**config.mk**
```make
export PLATFORM = sky130hd
export DESIGN_NAME = mac_seq_flat
export DESIGN_NICKNAME = d
export VERILOG_FILES = /design/src/rtl/mac_seq_if.sv /design/src/rtl/mac_seq.sv /design/src/flat_wrapper.sv
export SDC_FILE = /design/constraint.sdc
export NUM_CORES = 1
export LEC_CHECK = 0
export BUFFER_PORTS_ARGS = -buffer_cell sky130_fd_sc_hd__buf_2
export CORE_UTILIZATION = 57
export CTS_CLUSTER_DIAMETER = 80
export CTS_CLUSTER_SIZE = 8
export DETAILED_ROUTE_END_ITERATION = 10
export PLACE_DENSITY = 0.89
export SLEW_MARGIN = 20
export SYNTH_ARGS = -nofsm -noshare
export SYNTH_HDL_FRONTEND = slang
export SYNTH_SLANG_ARGS = --single-unit
```
**constraint.sdc**
```tcl
create_clock -name clk -period 7.9 [get_ports clk]
set_input_delay 0 -clock clk [delete_from_list [all_inputs] [get_ports clk]]
set_output_delay 0 -clock clk [all_outputs]
set_load 0.1 [all_outputs]
```
**src/rtl/mac_seq_if.sv**
```systemverilog
// Bundles the operand-memory, MAC and result ports of the dot-product sequencer.
// The master modport is the sequencer side; the slave modport is its environment.
`timescale 1ns/1ps

interface mac_seq_if #(
    parameter int DATA_WIDTH = 16,
    parameter int ACC_WIDTH  = 40,
    parameter int ADDR_WIDTH = 10
);
    logic                  start;
    logic [ADDR_WIDTH-1:0] len;
    logic [ADDR_WIDTH-1:0] a_base;
    logic [ADDR_WIDTH-1:0] b_base;

    logic                  a_rd_en;
    logic                  b_rd_en;
    logic [ADDR_WIDTH-1:0] a_rd_addr;
    logic [ADDR_WIDTH-1:0] b_rd_addr;
    logic [DATA_WIDTH-1:0] a_rd_data;
    logic [DATA_WIDTH-1:0] b_rd_data;

    logic                  mac_en;
    logic                  mac_valid_in;
    logic [DATA_WIDTH-1:0] mac_a;
    logic [DATA_WIDTH-1:0] mac_b;
    logic [ACC_WIDTH-1:0]  mac_acc_in;
    logic [ACC_WIDTH-1:0]  mac_acc_out;
    logic                  mac_valid_out;

    logic                  busy;
    logic                  res_valid;
    logic                  res_ready;
    logic [DATA_WIDTH-1:0] res_data;
    logic [ACC_WIDTH-1:0]  res_acc;

    modport master (
        input  start, len, a_base, b_base,
        output a_rd_en, b_rd_en, a_rd_addr, b_rd_addr,
        input  a_rd_data, b_rd_data,
        output mac_en, mac_valid_in, mac_a, mac_b, mac_acc_in,
        input  mac_acc_out, mac_valid_out,
        output busy, res_valid, res_data, res_acc,
        input  res_ready
    );

    modport slave (
        output start, len, a_base, b_base,
        input  a_rd_en, b_rd_en, a_rd_addr, b_rd_addr,
        output a_rd_data, b_rd_data,
        input  mac_en, mac_valid_in, mac_a, mac_b, mac_acc_in,
        output mac_acc_out, mac_valid_out,
        input  busy, res_valid, res_data, res_acc,
        output res_ready
    );
endinterface

```
**src/rtl/mac_seq.sv**
```systemverilog
// Dot-product sequencer: streams operand pairs through an external MAC one at a
// time, then requantizes the final accumulator to Q1.15 with rounding and saturation.
`timescale 1ns/1ps

module mac_seq #(
    parameter int DATA_WIDTH = 16,
    parameter int ACC_WIDTH  = 40,
    parameter int ADDR_WIDTH = 10,
    parameter int FRAC_BITS  = 15
) (
    input  logic      clk,
    input  logic      rst,
    mac_seq_if.master bus
);
    typedef enum logic [2:0] {IDLE, RD, ISSUE, WAIT, OUT} state_t;

    localparam logic signed [ACC_WIDTH:0] ROUND_BIAS = (ACC_WIDTH+1)'(1) << (FRAC_BITS - 1);
    localparam logic signed [ACC_WIDTH:0] SAT_MAX    = (ACC_WIDTH+1)'((64'sd1 <<< (DATA_WIDTH - 1)) - 64'sd1);
    localparam logic signed [ACC_WIDTH:0] SAT_MIN    = ~SAT_MAX;

    state_t                state_reg;
    logic [ADDR_WIDTH-1:0] len_reg;
    logic [ADDR_WIDTH-1:0] a_base_reg;
    logic [ADDR_WIDTH-1:0] b_base_reg;
    logic [ADDR_WIDTH-1:0] idx_reg;
    logic [ACC_WIDTH-1:0]  acc_reg;

    logic                  rd_en_reg;
    logic [ADDR_WIDTH-1:0] a_rd_addr_reg;
    logic [ADDR_WIDTH-1:0] b_rd_addr_reg;
    logic                  mac_en_reg;
    logic [ACC_WIDTH-1:0]  mac_acc_in_reg;
    logic                  busy_reg;
    logic                  res_valid_reg;
    logic [DATA_WIDTH-1:0] res_data_reg;
    logic [ACC_WIDTH-1:0]  res_acc_reg;

    // Round half toward +inf via bias + arithmetic shift, one guard bit wide.
    function automatic logic [DATA_WIDTH-1:0] requant(input logic [ACC_WIDTH-1:0] v);
        logic signed [ACC_WIDTH:0] biased;
        logic signed [ACC_WIDTH:0] shifted;
        biased  = $signed({v[ACC_WIDTH-1], v}) + ROUND_BIAS;
        shifted = biased >>> FRAC_BITS;
        if (shifted > SAT_MAX)
            requant = SAT_MAX[DATA_WIDTH-1:0];
        else if (shifted < SAT_MIN)
            requant = SAT_MIN[DATA_WIDTH-1:0];
        else
            requant = shifted[DATA_WIDTH-1:0];
    endfunction

    always_ff @(posedge clk) begin
        if (rst) begin
            state_reg      <= IDLE;
            len_reg        <= '0;
            a_base_reg     <= '0;
            b_base_reg     <= '0;
            idx_reg        <= '0;
            acc_reg        <= '0;
            rd_en_reg      <= 1'b0;
            a_rd_addr_reg  <= '0;
            b_rd_addr_reg  <= '0;
            mac_en_reg     <= 1'b0;
            mac_acc_in_reg <= '0;
            busy_reg       <= 1'b0;
            res_valid_reg  <= 1'b0;
            res_data_reg   <= '0;
            res_acc_reg    <= '0;
        end else begin
            case (state_reg)
                IDLE: begin
                    if (bus.start) begin
                        len_reg    <= bus.len;
                        a_base_reg <= bus.a_base;
                        b_base_reg <= bus.b_base;
                        idx_reg    <= '0;
                        acc_reg    <= '0;
                        busy_reg   <= 1'b1;
                        if (bus.len == '0) begin
                            state_reg     <= OUT;
                            res_valid_reg <= 1'b1;
                            res_data_reg  <= requant('0);
                            res_acc_reg   <= '0;
                        end else begin
                            state_reg     <= RD;
                            rd_en_reg     <= 1'b1;
                            a_rd_addr_reg <= bus.a_base;
                            b_rd_addr_reg <= bus.b_base;
                        end
                    end
                end
                RD: begin
                    rd_en_reg      <= 1'b0;
                    a_rd_addr_reg  <= '0;
                    b_rd_addr_reg  <= '0;
                    mac_en_reg     <= 1'b1;
                    mac_acc_in_reg <= acc_reg;
                    state_reg      <= ISSUE;
                end
                ISSUE: begin
                    mac_en_reg     <= 1'b0;
                    mac_acc_in_reg <= '0;
                    state_reg      <= WAIT;
                end
                WAIT: begin
                    if (bus.mac_valid_out) begin
                        acc_reg <= bus.mac_acc_out;
                        if (idx_reg == len_reg - ADDR_WIDTH'(1)) begin
                            state_reg     <= OUT;
                            res_valid_reg <= 1'b1;
                            res_data_reg  <= requant(bus.mac_acc_out);
                            res_acc_reg   <= bus.mac_acc_out;
                        end else begin
                            // Addresses wrap naturally in ADDR_WIDTH bits.
                            idx_reg       <= idx_reg + ADDR_WIDTH'(1);
                            rd_en_reg     <= 1'b1;
                            a_rd_addr_reg <= a_base_reg + idx_reg + ADDR_WIDTH'(1);
                            b_rd_addr_reg <= b_base_reg + idx_reg + ADDR_WIDTH'(1);
                            state_reg     <= RD;
                        end
                    end
                end
                OUT: begin
                    if (bus.res_ready) begin
                        res_valid_reg <= 1'b0;
                        busy_reg      <= 1'b0;
                        state_reg     <= IDLE;
                    end
                end
                default: state_reg <= IDLE;
            endcase
        end
    end

    assign bus.a_rd_en      = rd_en_reg;
    assign bus.b_rd_en      = rd_en_reg;
    assign bus.a_rd_addr    = a_rd_addr_reg;
    assign bus.b_rd_addr    = b_rd_addr_reg;
    assign bus.mac_en       = mac_en_reg;
    assign bus.mac_valid_in = mac_en_reg;
    assign bus.mac_acc_in   = mac_acc_in_reg;
    // Read data lands in the ISSUE cycle, so operands pass straight through.
    assign bus.mac_a        = (state_reg == ISSUE) ? bus.a_rd_data : '0;
    assign bus.mac_b        = (state_reg == ISSUE) ? bus.b_rd_data : '0;
    assign bus.busy         = busy_reg;
    assign bus.res_valid    = res_valid_reg;
    assign bus.res_data     = res_data_reg;
    assign bus.res_acc      = res_acc_reg;
endmodule

```
**src/flat_wrapper.sv**
```systemverilog
// flat-port wrapper written by rule: the top's interface ports become plain ports
module mac_seq_flat 
#(
    parameter int DATA_WIDTH = 16,
    parameter int ACC_WIDTH  = 40,
    parameter int ADDR_WIDTH = 10,
    parameter int FRAC_BITS  = 15
)
  (clk, rst, bus_start, bus_len, bus_a_base, bus_b_base, bus_a_rd_en, bus_b_rd_en, bus_a_rd_addr, bus_b_rd_addr, bus_a_rd_data, bus_b_rd_data, bus_mac_en, bus_mac_valid_in, bus_mac_a, bus_mac_b, bus_mac_acc_in, bus_mac_acc_out, bus_mac_valid_out, bus_busy, bus_res_valid, bus_res_data, bus_res_acc, bus_res_ready);
  mac_seq_if #(.DATA_WIDTH(DATA_WIDTH), .ACC_WIDTH(ACC_WIDTH), .ADDR_WIDTH(ADDR_WIDTH)) bus_i ();
  input  logic clk;
  input  logic rst;
  input wire logic [$bits(bus_i.start)-1:0] bus_start;
  input wire logic [$bits(bus_i.len)-1:0] bus_len;
  input wire logic [$bits(bus_i.a_base)-1:0] bus_a_base;
  input wire logic [$bits(bus_i.b_base)-1:0] bus_b_base;
  output wire logic [$bits(bus_i.a_rd_en)-1:0] bus_a_rd_en;
  output wire logic [$bits(bus_i.b_rd_en)-1:0] bus_b_rd_en;
  output wire logic [$bits(bus_i.a_rd_addr)-1:0] bus_a_rd_addr;
  output wire logic [$bits(bus_i.b_rd_addr)-1:0] bus_b_rd_addr;
  input wire logic [$bits(bus_i.a_rd_data)-1:0] bus_a_rd_data;
  input wire logic [$bits(bus_i.b_rd_data)-1:0] bus_b_rd_data;
  output wire logic [$bits(bus_i.mac_en)-1:0] bus_mac_en;
  output wire logic [$bits(bus_i.mac_valid_in)-1:0] bus_mac_valid_in;
  output wire logic [$bits(bus_i.mac_a)-1:0] bus_mac_a;
  output wire logic [$bits(bus_i.mac_b)-1:0] bus_mac_b;
  output wire logic [$bits(bus_i.mac_acc_in)-1:0] bus_mac_acc_in;
  input wire logic [$bits(bus_i.mac_acc_out)-1:0] bus_mac_acc_out;
  input wire logic [$bits(bus_i.mac_valid_out)-1:0] bus_mac_valid_out;
  output wire logic [$bits(bus_i.busy)-1:0] bus_busy;
  output wire logic [$bits(bus_i.res_valid)-1:0] bus_res_valid;
  output wire logic [$bits(bus_i.res_data)-1:0] bus_res_data;
  output wire logic [$bits(bus_i.res_acc)-1:0] bus_res_acc;
  input wire logic [$bits(bus_i.res_ready)-1:0] bus_res_ready;
  assign bus_i.start = bus_start;
  assign bus_i.len = bus_len;
  assign bus_i.a_base = bus_a_base;
  assign bus_i.b_base = bus_b_base;
  assign bus_a_rd_en = bus_i.a_rd_en;
  assign bus_b_rd_en = bus_i.b_rd_en;
  assign bus_a_rd_addr = bus_i.a_rd_addr;
  assign bus_b_rd_addr = bus_i.b_rd_addr;
  assign bus_i.a_rd_data = bus_a_rd_data;
  assign bus_i.b_rd_data = bus_b_rd_data;
  assign bus_mac_en = bus_i.mac_en;
  assign bus_mac_valid_in = bus_i.mac_valid_in;
  assign bus_mac_a = bus_i.mac_a;
  assign bus_mac_b = bus_i.mac_b;
  assign bus_mac_acc_in = bus_i.mac_acc_in;
  assign bus_i.mac_acc_out = bus_mac_acc_out;
  assign bus_i.mac_valid_out = bus_mac_valid_out;
  assign bus_busy = bus_i.busy;
  assign bus_res_valid = bus_i.res_valid;
  assign bus_res_data = bus_i.res_data;
  assign bus_res_acc = bus_i.res_acc;
  assign bus_i.res_ready = bus_res_ready;
  mac_seq #(.DATA_WIDTH(DATA_WIDTH), .ACC_WIDTH(ACC_WIDTH), .ADDR_WIDTH(ADDR_WIDTH), .FRAC_BITS(FRAC_BITS)) u_core (.clk(clk), .rst(rst), .bus(bus_i));
endmodule
```
Word level (Yosys, flattened, before mapping)
Index checks and enable logic that the tools add are counted.
Widths: inputs -> output; s select.
{ "totals": {"ff_bits": 203, "inputBits": 107, "output_inout_bits": 154, "wordCells": 103} }
{ "classes": {"n_addsub": 7, "order_cmp": 2, "eq_ne": 12, "mux": 52, "reduce_logical": 15} }
{ "ops": {"columns": ["cell", "count"], "rows": [
  ["$mux 40", 6],
  ["$pmux 40 s2", 3],
  ["$mux 16", 8],
  ["$mux 10", 11],
  ["$pmux 10 s3", 2],
  ["$add 40x16->41 const B", 1],
  ["$pmux 16 s2", 1],
  ["$add 10x1->10 const B", 3],
  ["$gt 26x16->1 const B", 1],
  ["$lt 26x16->1 const B", 1],
  ["$add 10x10->10", 2],
  ["$pmux 10 s2", 1],
  ["$mux 3", 5],
  ["$pmux 3 s5", 1],
  ["$eq 10x10->1", 1],
  ["$logic_not 10->1", 1],
  ["$mux 1", 10],
  ["$ne 2x2->1 const B", 5],
  ["$reduce_and 5->1", 2],
  ["$sub 10x1->10 const B", 1],
  ["$reduce_and 3->1", 3],
  ["$eq 3x2->1 const B", 2],
  ["$pmux 1 s3", 2],
  ["$reduce_and 6->1", 1],
  ["other kinds (9)", 14]
]} }

Logic depth before layout (Yosys ltp)
{ "depth": {"word_depth": 7, "mapped_depth": 12, "ltp_nobuf": 10} }

Least setup slack after synthesis
Ideal clock, no wire load.
{ "synth_timing": {"path_kind": "reg-to-reg", "from": "register u_core.len_reg[0]", "to": "register u_core.res_data_reg[14] (netlist: u_core.bus.res_data[14])", "arrival_ps": 2440, "t_required_ps": 7778, "path_slack_ps": 5338, "stages_incl_launch_ff": 12, "n_path_buf": 2, "period_less_slack_ps": 2562, "cell_sequence": "dfxtp_1 -> inv_1 -> ha_1 -> buf_2 -> nor2b_1 -> or3_1 -> a31oi_1 -> nand4_1 -> o21ai_1 -> nor2_1 -> clkbuf_1 -> a221o_1"} }
{ "synth_between": {"elab_chain_cells": 4} }
{ "synth_rtl": {"columns": ["element", "line_no", "source"], "rows": [
  ["start, declared", "mac_seq.sv:22", "logic [ADDR_WIDTH-1:0] len_reg;"],
  ["start signal, assigned", "mac_seq.sv:73", "len_reg <= bus.len;"],
  ["$sub 10x1->10", "mac_seq.sv:108", "if (idx_reg == len_reg - ADDR_WIDTH'(1)) begin"],
  ["$eq 10x10->1", "mac_seq.sv:108", null],
  ["$ne 2x1->1 (no line)", null, null],
  ["$reduce_and 5->1 (no line)", null, null],
  ["end signal, assigned", "mac_seq.sv:82", "res_data_reg <= requant('0);"],
  ["end signal, assigned", "mac_seq.sv:111", "res_data_reg <= requant(bus.mac_acc_out);"],
  ["end, declared", "mac_seq.sv:35", "logic [DATA_WIDTH-1:0] res_data_reg;"]
]} }
Every way passes these cells.
A chain may end at the register's enable or synchronous reset.

Worst setup path after layout
{ "layout_timing": {"from": "register u_core.len_reg[0]", "to": "register u_core.res_acc_reg[5] (netlist: u_core.bus.res_acc[5])"} }
{ "layout_between": {"elab_chain_cells": 4} }
{ "layout_rtl": {"columns": ["element", "line_no", "source"], "rows": [
  ["$sub 10x1->10", "mac_seq.sv:108", null],
  ["$eq 10x10->1", "mac_seq.sv:108", null],
  ["$ne 2x1->1 (no line)", null, null],
  ["$reduce_and 5->1 (no line)", null, null],
  ["end signal, assigned", "mac_seq.sv:112", "res_acc_reg <= bus.mac_acc_out;"],
  ["end, declared", "mac_seq.sv:36", "logic [ACC_WIDTH-1:0] res_acc_reg;"]
]} }
Every way passes these cells.

==> metrics <==
Hold Buf Count CTS=99; Final period util=0.472; leading area contributor after synthesis=dfxtp_1; Clock Sinks=203; Final Skew=18.4 ps; Clock power frac=0.398; DP Cell Count=1579; register area share after synthesis=0.417; Critical Setup Path Class=reg2reg; Crit path max-delay family=buffers and inverters; Layout area overhead=31.0%; CP required=8360 ps; critical path capture point type=flip-flop; FF-to-FF Start=u_core.len_reg[0]; Psw=0.888 mW; post-detailed-placement half-perimeter wirelength=19100 µm; Routed WL per cell=19.5 µm; Via density=6.29; Least-Margin Pin Slew=1120 ps; Die ar.=17600 µm²; clock latency on the worst-skew pair=540 ps; PwrDens=217 nW/µm²; status=completed; Hold Crit Depth=6; final cell count without fillers=1711; Top FF cell, synth=dfxtp_1; total power=2.77 mW; routed wire length on met3=3260 µm; RR Endpoint=u_core.bus.res_acc[5]; top cells by count, synth=203 x dfxtp_1, 147 x nand2_1, 141 x a21oi_1, 99 x nand3_1, 74 x clkbuf_1; # rows=47; Hold Fails Final Rpt=0; FF-to-FF setup slack=4170 ps; EDFF count, synth=0; pin count of the biggest net entering global routing=107; Synth area leaders=dfxtp_1 42%, a21oi_1 7.2%, nand2_1 5.7%; Mapped Avg Cell Area=8.20 µm²; slack of the critical path=4170 ps; Overall Global Routing Usage=0.369; Die Y-Extent=133 µm; Final min period=3730 ps; post-route met1 wirelength=11800 µm; Post-Syn Nets=1317; ANT nets after route=0; CTS Buffer Depth=3; Rel. slew slack=0.256; CTS H-tree depth=1; post-synth top area share=0.417; Total Wirelength=33400 µm; Critical Path, Cell by Cell=inv_1 > ha_1 > nor2b_1 > or3_1 > a31oi_1 > nand4_1 > o21ai_4 > buf_4 > nand3_1 > a21oi_1 > dlygate4sd3_1; highest signal layer in the routed design=met4; cts repair resizes=0; post-layout util=0.766; Pleak=5.37 nW; Seq cells post-synth=203; initial antenna violation count=1; f_max=0.268 GHz; Arr. time, crit path=4190 ps; Buffers on Ports=260; met2 WL post-DR=16000 µm; combinational group share of total power=0.211; top-count cell post-synth=dfxtp_1; pre-CTS WS=4310 ps; global placer's final weighted congestion=0.899; vias in the first global route=10300; worst reg2reg path depth=11; Overflow after GRT=0; switching power share of the total=0.320; Setup TNS Final=0 ps; Die W=133 µm; vias after detailed routing=10800; Hold EP=u_core.bus.b_rd_addr[3]; Synth Warn #=0; final setup fails=0; async set-reset flop share out of synthesis=0; sequential group share of total power=0.392; CP max stage cell=dlygate4sd3_1; Min-Delay Path Class=in2reg; Clk pin slew, worst setup/hold paths=60 ps; setup bufs post-CTS=0; layout cell share with drive strength beyond 1=0.221; VDD IR-drop max=0.194 mV; Fin Hold WS=279 ps; first-pass GRT wire length=52300 µm; max-cap violation count=0; worst path buffer plus inverter count=3; FILL cells=1029; Post-Layout Inst Area=12800 µm²; initial cell density of the core=0.585; fin nets=1619; Int Pwr=1.88 mW; Min-Delay Startpoint=bus_start; DRT iter0 DRCs=1151; synth unique cells=70; drt first pass iters=8; placed inst area=11000 µm²; residual DRC count=0; I/O pin count=261; CP Max Fanout=83; CTS tree=yes; CP peak stage delay=600 ps; root buf cell=clkbuf_16; cell count after synthesis=1187; unrepaired setup endpoints after global routing=false; CTS buffer count=29; fin. max-slew vios=0; core box area=16600 µm²; crit path launch type=flip-flop; mapped cell area=9740 µm²
[cell families after synthesis]
group | synth area share
AO/OA/AOI/OAI | 0.194
XOR/XNOR | 0.0342
adder cells (fa/ha/maj) | 0.0311
buffers and inverters | 0.0531
flip-flops | 0.417
multiplexers | 0.00527
AND/OR/NAND/NOR | 0.265
[worst reg2reg max path: stages (launching register included)]
cell and delay (ps):
dfxtp_1 430, inv_1 70, ha_1 300, nor2b_1 170
or3_1 350, a31oi_1 200, nand4_1 280, o21ai_4 230
buf_4 590, nand3_1 220, a21oi_1 230, dlygate4sd3_1 600
[final cells by class]
type	instances	area (µm²)	area share
Clock inverter	2	38.8	0.00304
Timing Repair Buffer	370	2380	0.187
Tap cell	220	275	0.0216
Clock buffer	30	729	0.0572
Sequential cell	203	4060	0.319
Multi-Input combinational cell	870	5210	0.408
Antenna cell	1	2.50	0.000196
Inverter	15	56.3	0.00441
[worst max path at each step]
stage | from | end | cells after the start
floorplan | u_core.len_reg[0] | u_core.bus.res_data[14] | 11
global placement | u_core.len_reg[0] | u_core.bus.res_data[1] | 10
detailed placement | u_core.len_reg[0] | u_core.bus.res_data[3] | 10
CTS | u_core.len_reg[0] | u_core.bus.res_data[3] | 10
global route | u_core.len_reg[0] | u_core.bus.res_data[3] | 10
finish | u_core.len_reg[0] | u_core.bus.res_acc[5] | 11
[power groups by stage]
stage	clock network (mW)	logic (mW)	registers (mW)
after floorplan	0	0.289	1.22
after global placement	0	0.516	1.10
after detailed placement	0	0.523	1.10
after CTS	1.09	0.566	1.08
after global routing	1.14	0.610	1.09
final	1.10	0.584	1.09
[cells in the final DEF (no fill, tap or decap), drive strengths merged, types with 8 or more instances in the layout]
master / instances
nand3: 99
a221o: 15
a21oi: 141
clkbuf: 30
and2: 39
or3: 16
xnor2: 27
nor4: 11
buf: 271
dlygate4sd3: 99
a211oi: 15
nand2b: 46
a311oi: 8
ha: 21
xor2: 11
inv: 16
nor3: 35
dfxtp: 203
nor2b: 11
nor2: 68
o21ai: 21
a22oi: 45
nand4: 14
nand2: 148
[per-layer routing]
metal  up-vias  global-route usage
li1       4796                   -
met1      4994               0.412
met2       784               0.637
met3       184              0.0782
met4         0               0.238
met5         -                   0
(Power assumes the default switching activity.)
